`config.mk`:
```
export PLATFORM = sky130hd
export DESIGN_NAME = med_ctrl
export DESIGN_NICKNAME = d
export VERILOG_FILES = /design/src/rtl/med_ctrl.sv
export SDC_FILE = /design/constraint.sdc
export NUM_CORES = 1
export LEC_CHECK = 0
export ABC_AREA = 1
export ABC_CLOCK_PERIOD_IN_PS = 3600
export BUFFER_PORTS_ARGS = -buffer_cell sky130_fd_sc_hd__buf_4
export CAP_MARGIN = 10
export CORE_MARGIN = 4
export CORE_UTILIZATION = 47
export DETAILED_ROUTE_END_ITERATION = 16
export PLACE_DENSITY = 0.66
export SLEW_MARGIN = 20
export SYNTH_ARGS = -nofsm -noshare
export SYNTH_HDL_FRONTEND = slang
export SYNTH_SLANG_ARGS = --single-unit
```
`constraint.sdc`:
```
create_clock -name CLK -period 3.6 [get_ports CLK]
set_input_delay 0.72 -clock CLK [delete_from_list [all_inputs] [get_ports CLK]]
set_output_delay 0.72 -clock CLK [all_outputs]
set_load 0.02 [all_outputs]
```
`src/rtl/med_ctrl.sv`:
```
// Control sequencer for the 9-pixel median datapath: turns a burst of pixel strobes
// into the load / compare / bypass schedule and flags the cycle that DO holds the median.
module med_ctrl #(
  parameter int NB_PIXEL = 9,
  parameter int CNT_W    = 4
) (
  input  logic CLK,
  input  logic RST,
  input  logic DSI,
  output logic MED_DSI,
  output logic MED_BYP,
  output logic DSO,
  output logic BUSY,
  output logic ERR
);

  localparam int NB_PASS = (NB_PIXEL + 1) / 2;
  localparam logic [CNT_W-1:0] LAST_PIX  = CNT_W'(NB_PIXEL - 1);
  localparam logic [CNT_W-1:0] LAST_PASS = CNT_W'(NB_PASS - 1);
  localparam logic [CNT_W-1:0] CMP_BASE  = CNT_W'(NB_PIXEL - 2);
  localparam logic [CNT_W-1:0] ONE       = CNT_W'(1);

  typedef enum logic [2:0] {IDLE, LOAD, CMP, BYP, DONE} state_t;

  state_t           state, state_nxt;
  logic [CNT_W-1:0] cnt, cnt_nxt;
  logic [CNT_W-1:0] pass, pass_nxt;
  logic [CNT_W-1:0] cmp_last;

  // Pass p compares NB_PIXEL-1-p times, so its last compare index is NB_PIXEL-2-p.
  assign cmp_last = CMP_BASE - pass;

  always_ff @(posedge CLK) begin
    if (RST) begin
      state <= IDLE;
      cnt   <= '0;
      pass  <= '0;
    end else begin
      state <= state_nxt;
      cnt   <= cnt_nxt;
      pass  <= pass_nxt;
    end
  end

  always_comb begin
    state_nxt = state;
    cnt_nxt   = cnt;
    pass_nxt  = pass;
    MED_DSI   = 1'b0;
    MED_BYP   = 1'b1;
    DSO       = 1'b0;
    BUSY      = 1'b0;
    ERR       = 1'b0;
    case (state)
      IDLE: begin
        MED_DSI = DSI;
        if (DSI) begin
          cnt_nxt   = ONE;
          state_nxt = LOAD;
        end
      end
      LOAD: begin
        MED_DSI = DSI;
        BUSY    = 1'b1;
        if (DSI) begin
          if (cnt == LAST_PIX) begin
            cnt_nxt   = '0;
            pass_nxt  = '0;
            state_nxt = CMP;
          end else begin
            cnt_nxt = cnt + ONE;
          end
        end else begin
          // Short burst: the partial window is abandoned.
          ERR       = 1'b1;
          cnt_nxt   = '0;
          state_nxt = IDLE;
        end
      end
      CMP: begin
        MED_BYP = 1'b0;
        BUSY    = 1'b1;
        ERR     = DSI;
        if (cnt == cmp_last) begin
          cnt_nxt   = '0;
          state_nxt = (pass == LAST_PASS) ? DONE : BYP;
        end else begin
          cnt_nxt = cnt + ONE;
        end
      end
      BYP: begin
        BUSY = 1'b1;
        ERR  = DSI;
        if (cnt == pass) begin
          cnt_nxt   = '0;
          pass_nxt  = (pass == LAST_PASS) ? pass : pass + ONE;
          state_nxt = CMP;
        end else begin
          cnt_nxt = cnt + ONE;
        end
      end
      DONE: begin
        MED_DSI = DSI;
        DSO     = 1'b1;
        // A strobe here is pixel 0 of the next window.
        if (DSI) begin
          cnt_nxt   = ONE;
          state_nxt = LOAD;
        end else begin
          cnt_nxt   = '0;
          state_nxt = IDLE;
        end
      end
      default: begin
        cnt_nxt   = '0;
        pass_nxt  = '0;
        state_nxt = IDLE;
      end
    endcase
  end

endmodule
```
==> results.json, run 1 <==
{
  "layout-drive-gt1-share": 0.134,
  "grt_pass1_wl_mm": 2.79,
  "synthCells": 124,
  "routedWlPerCell_um": 11.4,
  "ctsHoldBuffers": 0,
  "required_ns": 2.88,
  "antennaDiodeCount": 0,
  "async_flop_share": 0,
  "critical_path.max_fanout": 6,
  "max_freq_ghz": 0.500,
  "syn_avg_cell_area_um2": 6.08,
  "core_um2": 1510,
  "status": "completed",
  "layout_worst_path_cycle_share": 0.556,
  "cts_root_buf": "clkbuf_4",
  "final-max-slew-violation-count": 0,
  "peakVddDrop_v": 0.000327,
  "routed_wl_mm": 1.71,
  "yosysUniqueCellTypes": 19,
  "antenna_violating_nets_post_route": 0,
  "cts_max_level": 1,
  "seq_area_frac_synth": 0.292,
  "cts_made_buffers": 3,
  "synth_warnings": 0,
  "dpl.hpwl_mm": 1.34,
  "io_pins": 8,
  "rsz0062_at_grt": "false",
  "track_usage": 0.173,
  "yosys.area.top_type_share": 0.292,
  "cts_resized": 0,
  "vias": 780,
  "critPathKind": "reg -> out",
  "synth_largest_area_cell": "dfxtp_1",
  "holdWs_ns": 0.530,
  "grt_remaining_overflow": 0,
  "clock_path_buffers": 2,
  "synth_edf_count": 0,
  "dr.pass1.iters": 4,
  "power.density_nw_per_um2": 650,
  "viasPerCell": 5.20,
  "clk_pin_slew_ns": 0.07,
  "fin_cells": 150,
  "hold_viol": 0,
  "antenna_found_initial": 0,
  "arrival_ns": 1.28,
  "clock_skew_ns": 0.00330,
  "cts_tree": "built",
  "start_util": 0.501,
  "maxCapViolCount": 0,
  "mappedNetlistArea_um2": 754,
  "numPortBuffers": 7,
  "synthTopCellsByArea": "dfxtp_1 (29%), nand2_1 (17%), nand3_1 (8.6%)",
  "die-area_um2": 2310,
  "tightest_slew_ns": 0.308,
  "fp.dieW_um": 48.1,
  "grt_pass1_vias": 665,
  "clock_latency_ns": 0.27,
  "grt_max_degree": 9,
  "finalSetupViolations": 0,
  "ys_ff_latch": 11,
  "synth_nets": 131,
  "startpoint_type": "flip-flop",
  "slew_headroom": 0.793,
  "cts.sinks": 11,
  "synthFlopType": "dfxtp_1",
  "gp_congestion": 0.900,
  "yosysMostFrequentCell": "nand2_1",
  "rows": 14,
  "min_period_ns": 2.00,
  "drc": 0,
  "die_y_um": 48.1,
  "final_nets": 142,
  "area_growth_pct": 12.6,
  "synth_common_cells": "nand2_1 (35), inv_1 (17), nand3_1 (13), nor2_1 (12), dfxtp_1 (11)",
  "leakage_nw": 0.412,
  "min_path_type": "reg -> reg",
  "post-place-cells": 146,
  "cts_setup_buffers": 0,
  "end_kind": "output port",
  "fin_tns_setup_ns": 0,
  "drt_iter0_markers": 28
}
## worst paths after layout
path	slack, ns	depth (start not counted)	end	from
hold / removal	0.53	2	cnt[1]	cnt[1]
setup / recovery	1.60	6	MED_DSI	state[2]
hold reg to reg	0.53	2	cnt[1]	cnt[1]
setup reg to reg	2.08	9	cnt[0]	cnt[0]
## power breakdown
group,leakage [nW],internal (mW),switching (mW)
combinational,0.308,0.106,0.192
clock,0.0150,0.0429,0.0434
sequential,0.0894,0.143,0.0256
total,0.412,0.292,0.260
## per-stage QoR
step           setup WS, ns  cell area, um2  total power, mW   util
2_1_floorplan          1.67             754            0.384      -
3_3_place_gp           1.73             823            0.463  0.547
3_5_place_dp           1.71             823            0.467  0.547
4_1_cts                1.59             850            0.556  0.564
5_1_grt                1.47             850            0.604  0.564
6_report               1.60             850            0.552  0.564
## final cells by class
| type | instances | area, um2 |
|---|---|---|
| fill | 158 | 657 |
| multi-input combinational | 92 | 455 |
| sequential | 11 | 220 |
| inverter | 20 | 75.1 |
| timing repair buffer | 7 | 52.6 |
| clock buffer | 4 | 26.3 |
| tap | 16 | 20.0 |
## cells by family after synthesis
logic type                 Yosys count  share of synthesized area
AOI/OAI and AO/OA                   17                      0.118
buffers and inverters               21                      0.104
and+or+nand+nor                     70                      0.408
xor gates and xnor gates             1                     0.0116
adders and majority gates            4                     0.0663
DFF                                 11                      0.292
## metal layers
| metal | track usage | wire length, um | vias up |
|---|---|---|---|
| met3 | 0.0714 | 109 | 2 |
| met5 | 0 | 0 | - |
| met4 | 0.0430 | 10 | 0 |
| met2 | 0.277 | 796 | 18 |
| li1 | - | - | 419 |
| met1 | 0.215 | 790 | 341 |
## critical path, stage by stage, from the launching register on
cell	delay, ns
dfxtp_1	0.43
inv_2	0.10
nand3_1	0.09
inv_1	0.06
o21ai_0	0.14
inv_1	0.05
buf_4	0.15
## layout by cell type, fill, tap and decap left out, types with 2 or more instances in the layout
master    instances
inv_2             3
nand4_1           4
dfxtp_1          11
inv_1            17
nor2_2            2
a21oi_1           7
o21ai_0           7
buf_4             7
nor2_1           12
o21ai_1           2
nand3_1          13
nand2_1          35
ha_1              4
clkbuf_4          3
## flip-flops by register name, indices dropped and copies added (netlist names)
register,flops
cnt,4
pass,4
state,3
(Power assumes the default switching activity.)
==> run 2, diff against run 1 <==
--- a/config.mk
+++ b/config.mk
@@ -6,7 +6,7 @@
 export NUM_CORES = 1
 export LEC_CHECK = 0
 export ABC_AREA = 1
-export ABC_CLOCK_PERIOD_IN_PS = 3600
+export ABC_CLOCK_PERIOD_IN_PS = 2100
 export BUFFER_PORTS_ARGS = -buffer_cell sky130_fd_sc_hd__buf_4
 export CAP_MARGIN = 10
 export CORE_MARGIN = 4
==> constraint.sdc (replaced) <==
create_clock -name CLK -period 2.1 [get_ports CLK]
set_input_delay 0.42 -clock CLK [delete_from_list [all_inputs] [get_ports CLK]]
set_output_delay 0.42 -clock CLK [all_outputs]
set_load 0.02 [all_outputs]
==> results.json, run 2 (synthesis gave the netlist of run 1 again) <==
{
  "top_layer_used": "met4",
  "cts.sinks": 11,
  "dr.pass1.iters": 4,
  "start_util": 0.501,
  "power.switching_uw": 446,
  "clock_latency_ns": 0.27,
  "swShare": 0.472,
  "drt-met1-wl_um": 819,
  "clk_pin_slew_ns": 0.07,
  "finalSetupViolations": 0,
  "antenna_found_initial": 0,
  "fin_ws_ns": 0.391,
  "cts_resized": 0,
  "core_um2": 1510,
  "power.density_nw_per_um2": 1110,
  "hold_viol": 0,
  "startpoint": "state[2]",
  "multiInputGateArea_um2": 455,
  "leakage_nw": 0.412,
  "rrSetupSlack_ns": 0.54,
  "max_freq_ghz": 0.585,
  "min_path_type": "in -> reg",
  "numPortBuffers": 7,
  "antennaDiodeCount": 0,
  "drt_iter0_markers": 38,
  "final-max-slew-violation-count": 0,
  "final_nets": 142,
  "top_regs": "cnt: 4 flops, pass: 4 flops, state: 3 flops",
  "ctsHoldBuffers": 0,
  "cts_setup_buffers": 0,
  "clock_skew_ns": 0.00381,
  "routed_wl_mm": 1.77,
  "gp_congestion": 0.855,
  "rr_endpoint": "pass[2]",
  "die_y_um": 48.1,
  "final_common_cell": "nand2_1",
  "area_growth_pct": 12.6,
  "grt_pass1_wl_mm": 2.68,
  "placed_cell_area_um2": 823,
  "antenna_violating_nets_post_route": 0,
  "rsz0062_at_grt": "false",
  "dr_wl_met3_um": 163,
  "layout_common_cells": "nand2_1 (35), inv_1 (17), nand3_1 (13)",
  "die-area_um2": 2310,
  "grt_pass1_vias": 623,
  "dp_slack_ns": 0.597,
  "seqCellArea_um2": 220,
  "grt_max_degree": 9,
  "viasPerCell": 5.45,
  "fin_tns_setup_ns": 0,
  "critical_path.max_fanout": 6,
  "fp.dieW_um": 48.1,
  "total_power_uw": 944,
  "peakVddDrop_v": 0.000495,
  "grt_remaining_overflow": 0,
  "fillers": 170,
  "cts_tree": "built",
  "end_kind": "output port",
  "endpoint": "MED_DSI",
  "final_area_um2": 850,
  "seqPwrFrac": 0.309,
  "layout-drive-gt1-share": 0.134,
  "routedWlPerCell_um": 11.8,
  "cts_made_buffers": 3,
  "slew_headroom": 0.786,
  "dpl.hpwl_mm": 1.41,
  "cts_root_buf": "clkbuf_4",
  "min_period_ns": 1.71,
  "fin_cells": 150,
  "startpoint_type": "flip-flop",
  "critPathKind": "reg -> out",
  "track_usage": 0.167,
  "status": "completed",
  "rows": 14,
  "dr_wl_met2_um": 762,
  "required_ns": 1.68,
  "tightest_slew_ns": 0.318,
  "io_pins": 8,
  "layout_worst_path_cycle_share": 0.814,
  "vias": 818,
  "cts_max_level": 1,
  "maxCapViolCount": 0,
  "rr_worst_depth": 11,
  "drc": 0,
  "clock_path_buffers": 2,
  "r2r_start": "pass[0]",
  "post-place-cells": 146,
  "power_frac_comb": 0.535,
  "p_int_uw": 498,
  "arrival_ns": 1.29,
  "pwr-share-clk": 0.156
}
run 2: cell counts in the layout (fill, tap and decap cells not counted):
Identical to the previous run, type by type.
run 2: power groups by stage:
stage / combinational, mW / sequential, mW / clock, mW
2_1_floorplan: 0.374 / 0.284 / 0
3_3_place_gp: 0.503 / 0.296 / 0
3_5_place_dp: 0.501 / 0.296 / 0
4_1_cts: 0.503 / 0.291 / 0.151
5_1_grt: 0.564 / 0.298 / 0.157
6_report: 0.505 / 0.292 / 0.147
run 2: worst min-delay path by stage:
stage | end | depth (start not counted) | slack (ns) | from
after floorplan | cnt[1] | 2 | 0.49 | cnt[1]
after global placement | cnt[1] | 2 | 0.51 | cnt[1]
after detailed placement | cnt[1] | 2 | 0.51 | cnt[1]
after CTS | cnt[2] | 2 | 0.38 | RST
after global routing | state[1] | 2 | 0.39 | RST
final | pass[1] | 2 | 0.38 | RST
run 2: final cells by class:
| class | instances | area share |
|---|---|---|
| Multi-Input combinational cell | 92 | 0.536 |
| Sequential cell | 11 | 0.259 |
| Inverter | 20 | 0.0884 |
| Timing Repair Buffer | 7 | 0.0619 |
| Clock buffer | 4 | 0.0309 |
| Tap cell | 16 | 0.0236 |
run 2: layer usage:
layer / track usage / vias to the layer above
met2: 0.251 / 36
met1: 0.231 / 359
li1: - / 419
met3: 0.0338 / 4
met5: 0 / -
met4: 0.0645 / 0
run 2: through the flow:
stage / hold WS (ns) / util
finish: 0.382 / 0.564
detailed placement: 0.510 / 0.547
global placement: 0.509 / 0.547
floorplan: 0.485 / -
global route: 0.390 / 0.564
CTS: 0.379 / 0.564
run 2: critical path, cell delays in order (launching register included):
cell and delay [ns]:
dfxtp_1 0.43, inv_2 0.09, nand3_1 0.09, inv_1 0.06, o21ai_0 0.14, inv_1 0.05, buf_4 0.15
